[src/rtl/lap_record_ctrl.sv]
// Lap RAM sequencer for the stopwatch: records laps, replays them on the display and clears the RAM.
// Sole owner of the single-port RAM pins; arbitrates key strobes by fixed priority.
module lap_record_ctrl #(
  parameter int DEPTH  = 16,
  parameter int AW     = 4,
  parameter int DW     = 24,
  parameter int RD_LAT = 1
) (
  input  logic          clk_50Mhz,
  input  logic          rst_n,
  input  logic          rec_req,
  input  logic          recall_req,
  input  logic          next_req,
  input  logic          clear_req,
  input  logic [DW-1:0] watch_data,
  input  logic [DW-1:0] ram_q,
  output logic [AW-1:0] ram_addr,
  output logic [DW-1:0] ram_data,
  output logic          ram_wren,
  output logic          disp_sel,
  output logic [DW-1:0] disp_data,
  output logic [AW:0]   rec_count,
  output logic [AW-1:0] rec_idx,
  output logic          full,
  output logic          busy
);

  localparam logic [2:0] S_IDLE  = 3'd0;
  localparam logic [2:0] S_WRITE = 3'd1;
  localparam logic [2:0] S_READ  = 3'd2;
  localparam logic [2:0] S_SHOW  = 3'd3;
  localparam logic [2:0] S_CLEAR = 3'd4;

  logic [2:0]    state_reg;
  logic [2:0]    ret_state_reg;
  logic [AW-1:0] wr_ptr_reg;
  logic [AW-1:0] rd_idx_reg;
  logic [AW-1:0] clr_ptr_reg;
  logic [AW:0]   rec_count_reg;
  logic [DW-1:0] lat_data_reg;
  logic [1:0]    rd_cnt_reg;
  logic [DW-1:0] disp_data_reg;
  logic          disp_sel_reg;

  logic          full_int;
  logic [AW:0]   rd_inc;

  assign full_int = (rec_count_reg == (AW+1)'(DEPTH));
  assign rd_inc   = {1'b0, rd_idx_reg} + (AW+1)'(1);

  always_ff @(posedge clk_50Mhz or negedge rst_n) begin
    if (!rst_n) begin
      state_reg     <= S_IDLE;
      ret_state_reg <= S_IDLE;
      wr_ptr_reg    <= '0;
      rd_idx_reg    <= '0;
      clr_ptr_reg   <= '0;
      rec_count_reg <= '0;
      lat_data_reg  <= '0;
      rd_cnt_reg    <= '0;
      disp_data_reg <= '0;
      disp_sel_reg  <= 1'b0;
    end else begin
      case (state_reg)
        S_IDLE, S_SHOW: begin
          // Only the highest-priority strobe is considered, even if it cannot act.
          if (clear_req) begin
            clr_ptr_reg  <= '0;
            disp_sel_reg <= 1'b0;
            state_reg    <= S_CLEAR;
          end else if (rec_req) begin
            if (!full_int) begin
              lat_data_reg  <= watch_data;
              ret_state_reg <= state_reg;
              state_reg     <= S_WRITE;
            end
          end else if (recall_req) begin
            if (state_reg == S_SHOW) begin
              disp_sel_reg <= 1'b0;
              state_reg    <= S_IDLE;
            end else if (rec_count_reg != '0) begin
              rd_idx_reg <= '0;
              rd_cnt_reg <= '0;
              state_reg  <= S_READ;
            end
          end else if (next_req && state_reg == S_SHOW) begin
            rd_idx_reg <= (rd_inc == rec_count_reg) ? '0 : rd_inc[AW-1:0];
            rd_cnt_reg <= '0;
            state_reg  <= S_READ;
          end
        end
        S_WRITE: begin
          wr_ptr_reg <= wr_ptr_reg + AW'(1);
          if (!full_int) begin
            rec_count_reg <= rec_count_reg + (AW+1)'(1);
          end
          state_reg <= ret_state_reg;
        end
        S_READ: begin
          // Address is held RD_LAT+1 cycles so q reflects rd_idx on the last one.
          if (rd_cnt_reg == 2'(RD_LAT)) begin
            disp_data_reg <= ram_q;
            disp_sel_reg  <= 1'b1;
            state_reg     <= S_SHOW;
          end else begin
            rd_cnt_reg <= rd_cnt_reg + 2'd1;
          end
        end
        S_CLEAR: begin
          clr_ptr_reg <= clr_ptr_reg + AW'(1);
          if (clr_ptr_reg == AW'(DEPTH-1)) begin
            rec_count_reg <= '0;
            wr_ptr_reg    <= '0;
            rd_idx_reg    <= '0;
            clr_ptr_reg   <= '0;
            state_reg     <= S_IDLE;
          end
        end
        default: state_reg <= S_IDLE;
      endcase
    end
  end

  always_comb begin
    ram_addr = rd_idx_reg;
    ram_data = '0;
    ram_wren = 1'b0;
    if (state_reg == S_WRITE) begin
      ram_addr = wr_ptr_reg;
      ram_data = lat_data_reg;
      ram_wren = 1'b1;
    end else if (state_reg == S_CLEAR) begin
      ram_addr = clr_ptr_reg;
      ram_wren = 1'b1;
    end
  end

  assign busy      = (state_reg == S_WRITE) || (state_reg == S_READ) || (state_reg == S_CLEAR);
  assign disp_sel  = disp_sel_reg;
  assign disp_data = disp_data_reg;
  assign rec_count = rec_count_reg;
  assign rec_idx   = rd_idx_reg;
  assign full      = full_int;

endmodule
[config.mk]
export PLATFORM = sky130hd
export DESIGN_NAME = lap_record_ctrl
export DESIGN_NICKNAME = d
export VERILOG_FILES = /design/src/rtl/lap_record_ctrl.sv
export SDC_FILE = /design/constraint.sdc
export NUM_CORES = 1
export LEC_CHECK = 0
export ABC_AREA = 1
export BUFFER_PORTS_ARGS = -buffer_cell sky130_fd_sc_hd__buf_2
export CAP_MARGIN = 10
export CORE_MARGIN = 3
export CORE_UTILIZATION = 51
export DETAILED_ROUTE_END_ITERATION = 10
export GPL_TIMING_DRIVEN = 0
export PLACE_DENSITY = 0.83
export REMOVE_ABC_BUFFERS = 1
export SLEW_MARGIN = 30
export SYNTH_ARGS = -nofsm -noshare
export SYNTH_HDL_FRONTEND = slang
export SYNTH_SLANG_ARGS = --single-unit
[constraint.sdc]
create_clock -name clk_50Mhz -period 2 [get_ports clk_50Mhz]
set_input_delay 0.2 -clock clk_50Mhz [delete_from_list [all_inputs] [get_ports clk_50Mhz]]
set_output_delay 0.2 -clock clk_50Mhz [all_outputs]
set_load 0.02 [all_outputs]
==> summary.md, run 1 <==
| Metric | Value |
|---|---|
| Worst EP arrival | `1.70 ns` |
| Commonest non-fill, non-tap cells in the layout | `115 x buf_2, 92 x nand2_1, 72 x dfrtp_1, 53 x inv_1, 47 x nor2_1` |
| Final Max Tran Viols | `0` |
| Power density cells | `1480 nW/um^2` |
| Switching part of the total | `42.8%` |
| Cell Rows | `30` |
| Routing usage on met3 | `4.42%` |
| Final #Nets | `611` |
| Die width | `90.5 um` |
| Clock Power Share | `18.0%` |
| Area Overhead vs Synth | `28.6%` |
| GR met2 Demand/Resource | `38.5%` |
| Max Clock Skew | `0.00986 ns` |
| Sequential share of the synthesized area | `50.9%` |
| CP Capture Type | `output pin` |
| Reg2reg end | `rec_count[3]$_DFFE_PN0P_` |
| Worst-margin pin slew | `0.498 ns` |
| Peak VDD IR | `0.815 mV` |
| Final hold slack | `0.0668 ns` |
| Total Wirelength | `9080 um` |
| Global Route Usage Sum | `22.9%` |
| Port bufs | `118` |
| Reg2reg setup slack | `0.19 ns` |
| Most common cell after layout, fill and taps aside | `buf_2` |
| Reg2Reg Launch Point | `rec_count[1]$_DFFE_PN0P_` |
| Final period demand of the worst path | `1.90 ns` |
| Grt ovf | `0` |
| Final hold violations | `0` |
| First-pass GRT wire length | `15300 um` |
| Via Count | `3322` |
| Leak | `2.46 nW` |
| Worst path slowest cell | `dfrtp_2` |
| Vias in the first global route | `3267` |
| Pint | `3.95 mW` |
| Reg2Reg Depth | `9` |
| Cells on Worst Hold Path | `3` |
| GR Util met1 | `29.0%` |
| Diodes inserted | `0` |
| Most frequent CP cell | `clkinvlp_4` |
| Htree depth | `3` |
| Max Clk Rate | `527 MHz` |
| Yosys reg bits | `74` |
| Layout cells sized above 1 | `34.2%` |
| Hold Path Class | `input pin to flop` |
| Max-cap violations | `0` |
| Core area | `6870 sq um` |
| Most used routing layer | `met2` |
| I/O Pins | `119` |
| 1st-iter DRT viols | `147` |
| Num CTS Buffers | `9` |
| Switching power | `2.96 mW` |
| Initial core utilization | `53.0%` |
| Status | `complete, no violations` |
| Fin util | `68.1%` |
| Synth warn | `0` |
| Crit path kind | `flop to output pin` |
| Crit start category | `flop` |
| Clock Pin Slew Worst Setup and Hold Paths | `0.08 ns` |
| Max-slew headroom | `66.7%` |
| Post-synth ARST share | `100%` |
| Antenna Violating Nets Remaining | `0` |
| CP peak stage delay | `0.47 ns` |
| Hpwl dp | `6160 um` |
| Initial antenna violation count | `0` |
| RSZ-0062 raised after global routing | `true` |
| DR WL/cell | `13.9 um` |
| GPL Wtd Cong | `0.903` |
| Post-synth EDFFs | `0` |
| # DRC | `0` |
| Clock sinks | `74` |
| Fillers | `539` |
| Die area | `8190 sq um` |
| Largest net degree at the start of global routing | `39` |
| Max FO, Critical Path | `9` |
| Crit path max-delay family | `buffers and inverters` |
| Buf+Inv Stages, Crit Path | `3` |
| Dpl ws | `-0.229 ns` |
| Dominant synthesized flop cell | `dfrtp_1` |
| Hold wc startpoint | `watch_data[18]` |
| Pre-antenna DRT Iters | `4` |
| Drt via density | `5.10` |
| Synth Cell Area | `3640 sq um` |
| Netlist cell types | `28` |
| Clock Latency Late Sink | `0.34 ns` |
| Required @ worst endpoint | `1.80 ns` |
| Crit path cell chain | `clkinvlp_4 > nand3_4 > clkinvlp_4 > a21oi_1 > buf_2` |
| Maximum clock insertion buffer count | `2` |
| Final period utilization | `94.9%` |
| Avg Cell Area, Syn | `8.67 sq um` |
| Die Height | `90.5 um` |
| CTS tree | `built` |
| Logic pwr share | `45.9%` |
| Root Buffer | `clkbuf_8` |
| Seq pwr share | `36.1%` |
| Final Worst Setup Slack | `0.101 ns` |
| Gate Count Post-Synth | `420` |
| Hold endpoint | `lat_data_reg[18]$_DFFE_PN0P_` |
| Final setup fails | `0` |
[cells in the mapped netlist, drive strengths merged, types with 2 or more instances]
cell type	instances	area [sq um]
nand3	29	145
xor2	2	17.5
o22ai	2	12.5
nand4	5	31.3
mux2	24	270
dfrtp	74	1850
ha	6	75.1
nor2	53	238
nand2	97	382
a21oi	11	55.1
inv	59	221
buf	10	70.1
nor3	4	31.3
o21ai	39	195
[stage by stage]
stage	setup TNS (ns)	power, mW	cell area, sq um	instances
after global routing	-0.00870	7.41	4680	651
final	0	6.91	4680	651
after global placement	-11.93	5.32	4270	623
after CTS	0	6.86	4600	646
after floorplan	-0.766	4.50	3560	409
after detailed placement	-4.25	5.47	4290	624
[power by group through the flow]
stage                     clock, mW  sequential, mW  combinational, mW
final                          1.24            2.49               3.17
after CTS                      1.27            2.51               3.08
after detailed placement          0            2.52               2.95
after floorplan                   0            2.83               1.67
after global placement            0            2.47               2.85
after global routing           1.34            2.58               3.49
[worst max-delay path by stage]
| stage | startpoint | depth (start not counted) | to | slack [ns] |
|---|---|---|---|---|
| finish | state_reg[1]$_DFFE_PN0P_ | 5 | ram_addr[1] | 0.10 |
| floorplan | state_reg[2]$_DFFE_PN0P_ | 8 | rec_count[3]$_DFFE_PN0P_ | -0.17 |
| global placement | state_reg[1]$_DFFE_PN0P_ | 8 | rec_count[2]$_DFFE_PN0P_ | -0.51 |
| global route | state_reg[2]$_DFFE_PN0P_ | 7 | lat_data_reg[16]$_DFFE_PN0P_ | -0.007 |
| detailed placement | state_reg[0]$_DFFE_PN0P_ | 8 | ret_state_reg[0]$_DFFE_PN0P_ | -0.23 |
| CTS | state_reg[0]$_DFFE_PN0P_ | 6 | ram_addr[3] | 0.0007 |
[logic make-up (layout without fill, tap and decap cells)]
kind of cell	after synthesis	after routing	share of synthesized area (%)
buf+inv	70	202	8.39
mux	24	24	7.43
xor+xnor	3	3	0.722
simple gates	190	193	23.1
compound gates	53	53	7.39
flops	74	74	50.9
fa+ha+maj	6	6	2.06
[final cells by class]
type / instances / area [sq um] / area share [%]
inverter: 59 / 229 / 4.89
tap: 96 / 120 / 2.57
sequential: 74 / 1850 / 39.6
timing repair buffer: 128 / 701 / 15.0
clock buffer: 10 / 128 / 2.73
clock inverter: 5 / 78.8 / 1.68
multi-input combinational: 279 / 1570 / 33.5
[what timing repair did]
action                                  in CTS  in global routing
gates resized for setup                     12                 10
endpoints found under the setup margin      66                 45
hold endpoints to repair                    36                  0
hold buffers                                 1                  0
setup buffers                                3                  5
gates cloned                                 3                  0
pin swaps                                    2                  0
[layer usage]
layer | up-vias | part of all wire (%)
met5 | - | 0
met4 | 0 | 1.9
met3 | 20 | 6.1
met2 | 138 | 51
met1 | 1564 | 41
li1 | 1600 | -
[worst reg2reg max path, cell delays in order (launching register included)]
cell,delay (ns)
dfrtp_1,0.43
inv_1,0.11
ha_1,0.15
nand3_1,0.16
nor2_4,0.30
inv_1,0.14
nor2_4,0.17
nor2_8,0.06
a21oi_1,0.12
nor2_1,0.06
No activity file was read; power rests on OpenSTA's default activity.
==> run 2, diff against run 1 <==
--- a/config.mk
+++ b/config.mk
@@ -7,5 +7,3 @@
 export LEC_CHECK = 0
-export ABC_AREA = 1
 export BUFFER_PORTS_ARGS = -buffer_cell sky130_fd_sc_hd__buf_2
-export CAP_MARGIN = 10
 export CORE_MARGIN = 3
==> constraint.sdc (replaced) <==
create_clock -name clk_50Mhz -period 2 [get_ports clk_50Mhz]
set_input_delay 0.4 -clock clk_50Mhz [delete_from_list [all_inputs] [get_ports clk_50Mhz]]
set_output_delay 0.4 -clock clk_50Mhz [all_outputs]
set_load 0.02 [all_outputs]
==> run 2 against run 1 <==
Against the previous run: clock-buffer cell count fell by 1; critical path type unchanged; sequential share of layout area fell by 4.5 points; register-to-register slack got worse by 0.37 ns; global-route usage rose by 0.93 points; non-clock buffer count grew 23; maximum frequency down 13%; combinational power increased by 25%; synthesized cell count fell by 20%; the run now ends with negative setup slack left; wire length grew 21%; clock power down 7%.
==> summary.md, run 2 <==
| Metric | Value |
|---|---|
| Dominant synthesized flop cell | `dfrtp_1` |
| Worst-margin pin slew | `0.463 ns (-0.0352 ns)` |
| Initial antenna violation count | `0 (unchanged)` |
| Synth top cells by count | `74 x dfrtp_1, 45 x mux2_2, 24 x and3_1` |
| Leading cell type by number of instances after synthesis | `dfrtp_1` |
| Gate Count Post-Synth | `336 (-20%)` |
| Final period demand of the worst path | `2.19 ns (+0.295 ns)` |
| I/O Pins | `119 (unchanged)` |
| Final setup fails | `24 (+24)` |
| Finished Layout Cells | `585 (-10%)` |
| Max Clk Rate | `456 MHz (-13%)` |
| Num CTS Buffers | `9 (unchanged)` |
| Status | `finished with violations` |
| Layout cells sized above 1 | `55.6% (+21 points)` |
| Cell count after placement | `532 (-15%)` |
| Max-cap violations | `0 (unchanged)` |
| Post-synth EDFFs | `0 (unchanged)` |
| Port bufs | `118 (unchanged)` |
| Fin util | `75.8% (+7.6 points)` |
| Total Wirelength | `11000 um (+21%)` |
| Yosys reg bits | `74 (unchanged)` |
| Final period utilization | `110% (+15 points)` |
| Synth warn | `0 (unchanged)` |
| Final hold violations | `0 (unchanged)` |
| Cell area after layout | `5290 sq um (+13%)` |
| Diodes inserted | `0 (unchanged)` |
| Final Worst Setup Slack | `-0.193 ns (-0.295 ns)` |
| Leak | `2.56 nW (+3.9%)` |
| Failing checks | `negative setup slack` |
| Sequential share of the synthesized area | `49.0% (-1.9 points)` |
| Power density cells | `1460 nW/um^2 (-0.77%)` |
| Largest net degree at the start of global routing | `51 (+31%)` |
| Crit path kind | `flop to output pin` |
| Yosys top cell area share | `49.0% (-1.9 points)` |
| Synth Cell Area | `3780 sq um (+3.9%)` |
| RSZ-0062 raised after global routing | `true` |
| Crit start category | `flop` |
| Die width | `92.1 um (+1.8%)` |
| Final #Nets | `544 (-11%)` |
| Most common cell after layout, fill and taps aside | `buf_2` |
| GPL Wtd Cong | `0.852 (-5.7%)` |
| CTS tree | `built` |
| Clock Latency Late Sink | `0.34 ns (about the same)` |
| Peak VDD IR | `0.703 mV (-14%)` |
| Max-slew headroom | `69.0% (+2.3 points)` |
| DP Area | `4420 sq um (+2.9%)` |
| Max Clock Skew | `0.0103 ns (+0.000471 ns)` |
| Grt ovf | `0 (unchanged)` |
| Max FO, Critical Path | `11 (+2)` |
| Hpwl dp | `6240 um (+1.4%)` |
| Htree depth | `3 (unchanged)` |
| DR WL/cell | `18.8 um (+35%)` |
| Hold Path Class | `input pin to flop` |
| Netlist cell types | `49 (+75%)` |
| Initial core utilization | `54.2% (+1.2 points)` |
| Clock Pin Slew Worst Setup and Hold Paths | `0.08 ns (about the same)` |
| Antenna Violating Nets Remaining | `0 (unchanged)` |
| Core area | `6980 sq um (+1.6%)` |
| Synth area leader | `dfrtp_1` |
| CP Capture Type | `output pin` |
| 1st-iter DRT viols | `217 (+48%)` |
| Global Route Usage Sum | `23.9% (+0.93 points)` |
| Die area | `8480 sq um (+3.6%)` |
| Final Max Tran Viols | `0 (unchanged)` |
| Maximum clock insertion buffer count | `2 (unchanged)` |
| Top cells by area, synth | `dfrtp_1 49%, mux2_2 13%, and3_1 4.0%, nand2_1 2.3%, ha_1 2.0%` |
| Post-synth ARST share | `100% (unchanged)` |
| Die Height | `92.1 um (+1.8%)` |
| Required @ worst endpoint | `1.60 ns (-0.20 ns)` |
| # DRC | `0 (unchanged)` |
| Avg Cell Area, Syn | `11.3 sq um (+30%)` |
| Clock sinks | `74 (unchanged)` |
| Drt via density | `5.70 (+12%)` |
| Via Count | `3336 (+0.42%)` |
| Area Overhead vs Synth | `39.9%` |
| Pre-antenna DRT Iters | `4 (unchanged)` |
| Cell Rows | `30 (unchanged)` |
| Commonest non-fill, non-tap cells in the layout | `101 x buf_2, 69 x dfrtp_1, 45 x mux2_2, 23 x buf_4` |
| Vias in the first global route | `3314 (+1.4%)` |
| Dpl ws | `-0.654 ns (-0.425 ns)` |
| Root Buffer | `clkbuf_8` |
| Fillers | `441 (-18%)` |
| Worst EP arrival | `1.79 ns (+0.09 ns)` |
| First-pass GRT wire length | `16000 um (+4.6%)` |
[run 2: cell types whose count changed after synthesis, moves of 5 or more]
cell      previous run  this run
mux2_4               0         5
o21ai_0             38        13
nand2b_1             0         8
inv_1               58        12
and2_1               0         5
and3_1               0        24
nor2_1              49        20
clkbuf_1             0         9
nand2_1             92        23
mux2_2              24        45
xnor2_1              1         8
nand3_1             29         8
[run 2: final timing paths]
check,from,endpoint,slack (ns),cells after the start
setup / recovery,state_reg[1]$_DFFE_PN0P_,ram_addr[3],-0.19,6
max in group asynchronous,rst_n,state_reg[2]$_DFFE_PN0P_,0.92,3
hold reg to reg,ret_state_reg[0]$_DFFE_PN0P_,ret_state_reg[0]$_DFFE_PN0P_,0.49,2
setup reg to reg,state_reg[2]$_DFFE_PN0P_,rec_count[0]$_DFFE_PN0P_,-0.18,6
min in group asynchronous,rst_n,disp_data[7]$_DFFE_PN0P_,0.52,2
hold / removal,ram_q[22],disp_data[22]$_DFFE_PN0P_,0.28,2
[run 2: area by class of cell]
cell class | count | area (sq um) | area share (%)
multi-input cells | 235 | 2030 | 38.4
flip-flops and latches | 74 | 1860 | 35.2
repair buffers | 151 | 1030 | 19.4
clock buffers | 9 | 124 | 2.34
well taps | 96 | 120 | 2.27
clock inverters | 7 | 70.1 | 1.32
inverters | 12 | 48.8 | 0.922
repair inverters | 1 | 5.00 | 0.0946
[run 2: layer usage]
layer  up-vias  track usage [%]  part of all wire [%]
met4         0             11.9                   3.1
met5         -                0                     0
met1      1618             27.5                    39
li1       1496                -                     -
met2       192             40.3                    50
met3        30             7.05                   8.5
[run 2: timing repair]
action | in CTS | in global routing
pin swaps | 4 | 15
hold buffers | 1 | 0
endpoints found under the setup margin | 95 | 84
gates resized for setup | 28 | 73
hold endpoints to repair | 24 | 0
buffers inserted | 19 | 11
cloned | 2 | 5
[run 2: power by group]
part | leakage [nW] | internal [mW] | switching [mW]
Clock | 0.0990 | 0.574 | 0.574
Sequential | 0.916 | 2.16 | 0.475
Combinational | 1.54 | 1.89 | 2.07
Total | 2.56 | 4.62 | 3.12
[run 2: cells by family after synthesis]
| family | count (synthesis) | synth area share (%) |
|---|---|---|
| flops | 74 | 49.0 |
| buf+inv | 32 | 4.43 |
| compound gates | 43 | 7.78 |
| mux | 57 | 17.4 |
| xor+xnor | 12 | 2.98 |
| fa+ha+maj | 6 | 1.99 |
| simple gates | 112 | 16.5 |
[run 2: metrics by stage]
stage | power [mW] | TNS (ns) | hold slack (ns)
finish | 7.75 | -2.56 | 0.280
global route | 8.18 | -5.50 | 0.269
CTS | 7.13 | -1.69 | 0.273
detailed placement | 5.60 | -23.27 | 0.341
global placement | 5.43 | -68.01 | 0.466
floorplan | 4.64 | -21.76 | 0.104
[run 2: critical path, stage by stage (launching register included)]
cell and delay [ns]:
dfrtp_4 0.54, nor3b_4 0.25, buf_12 0.17, nor2_1 0.05
a21oi_1 0.19, o21ai_1 0.09, buf_2 0.16
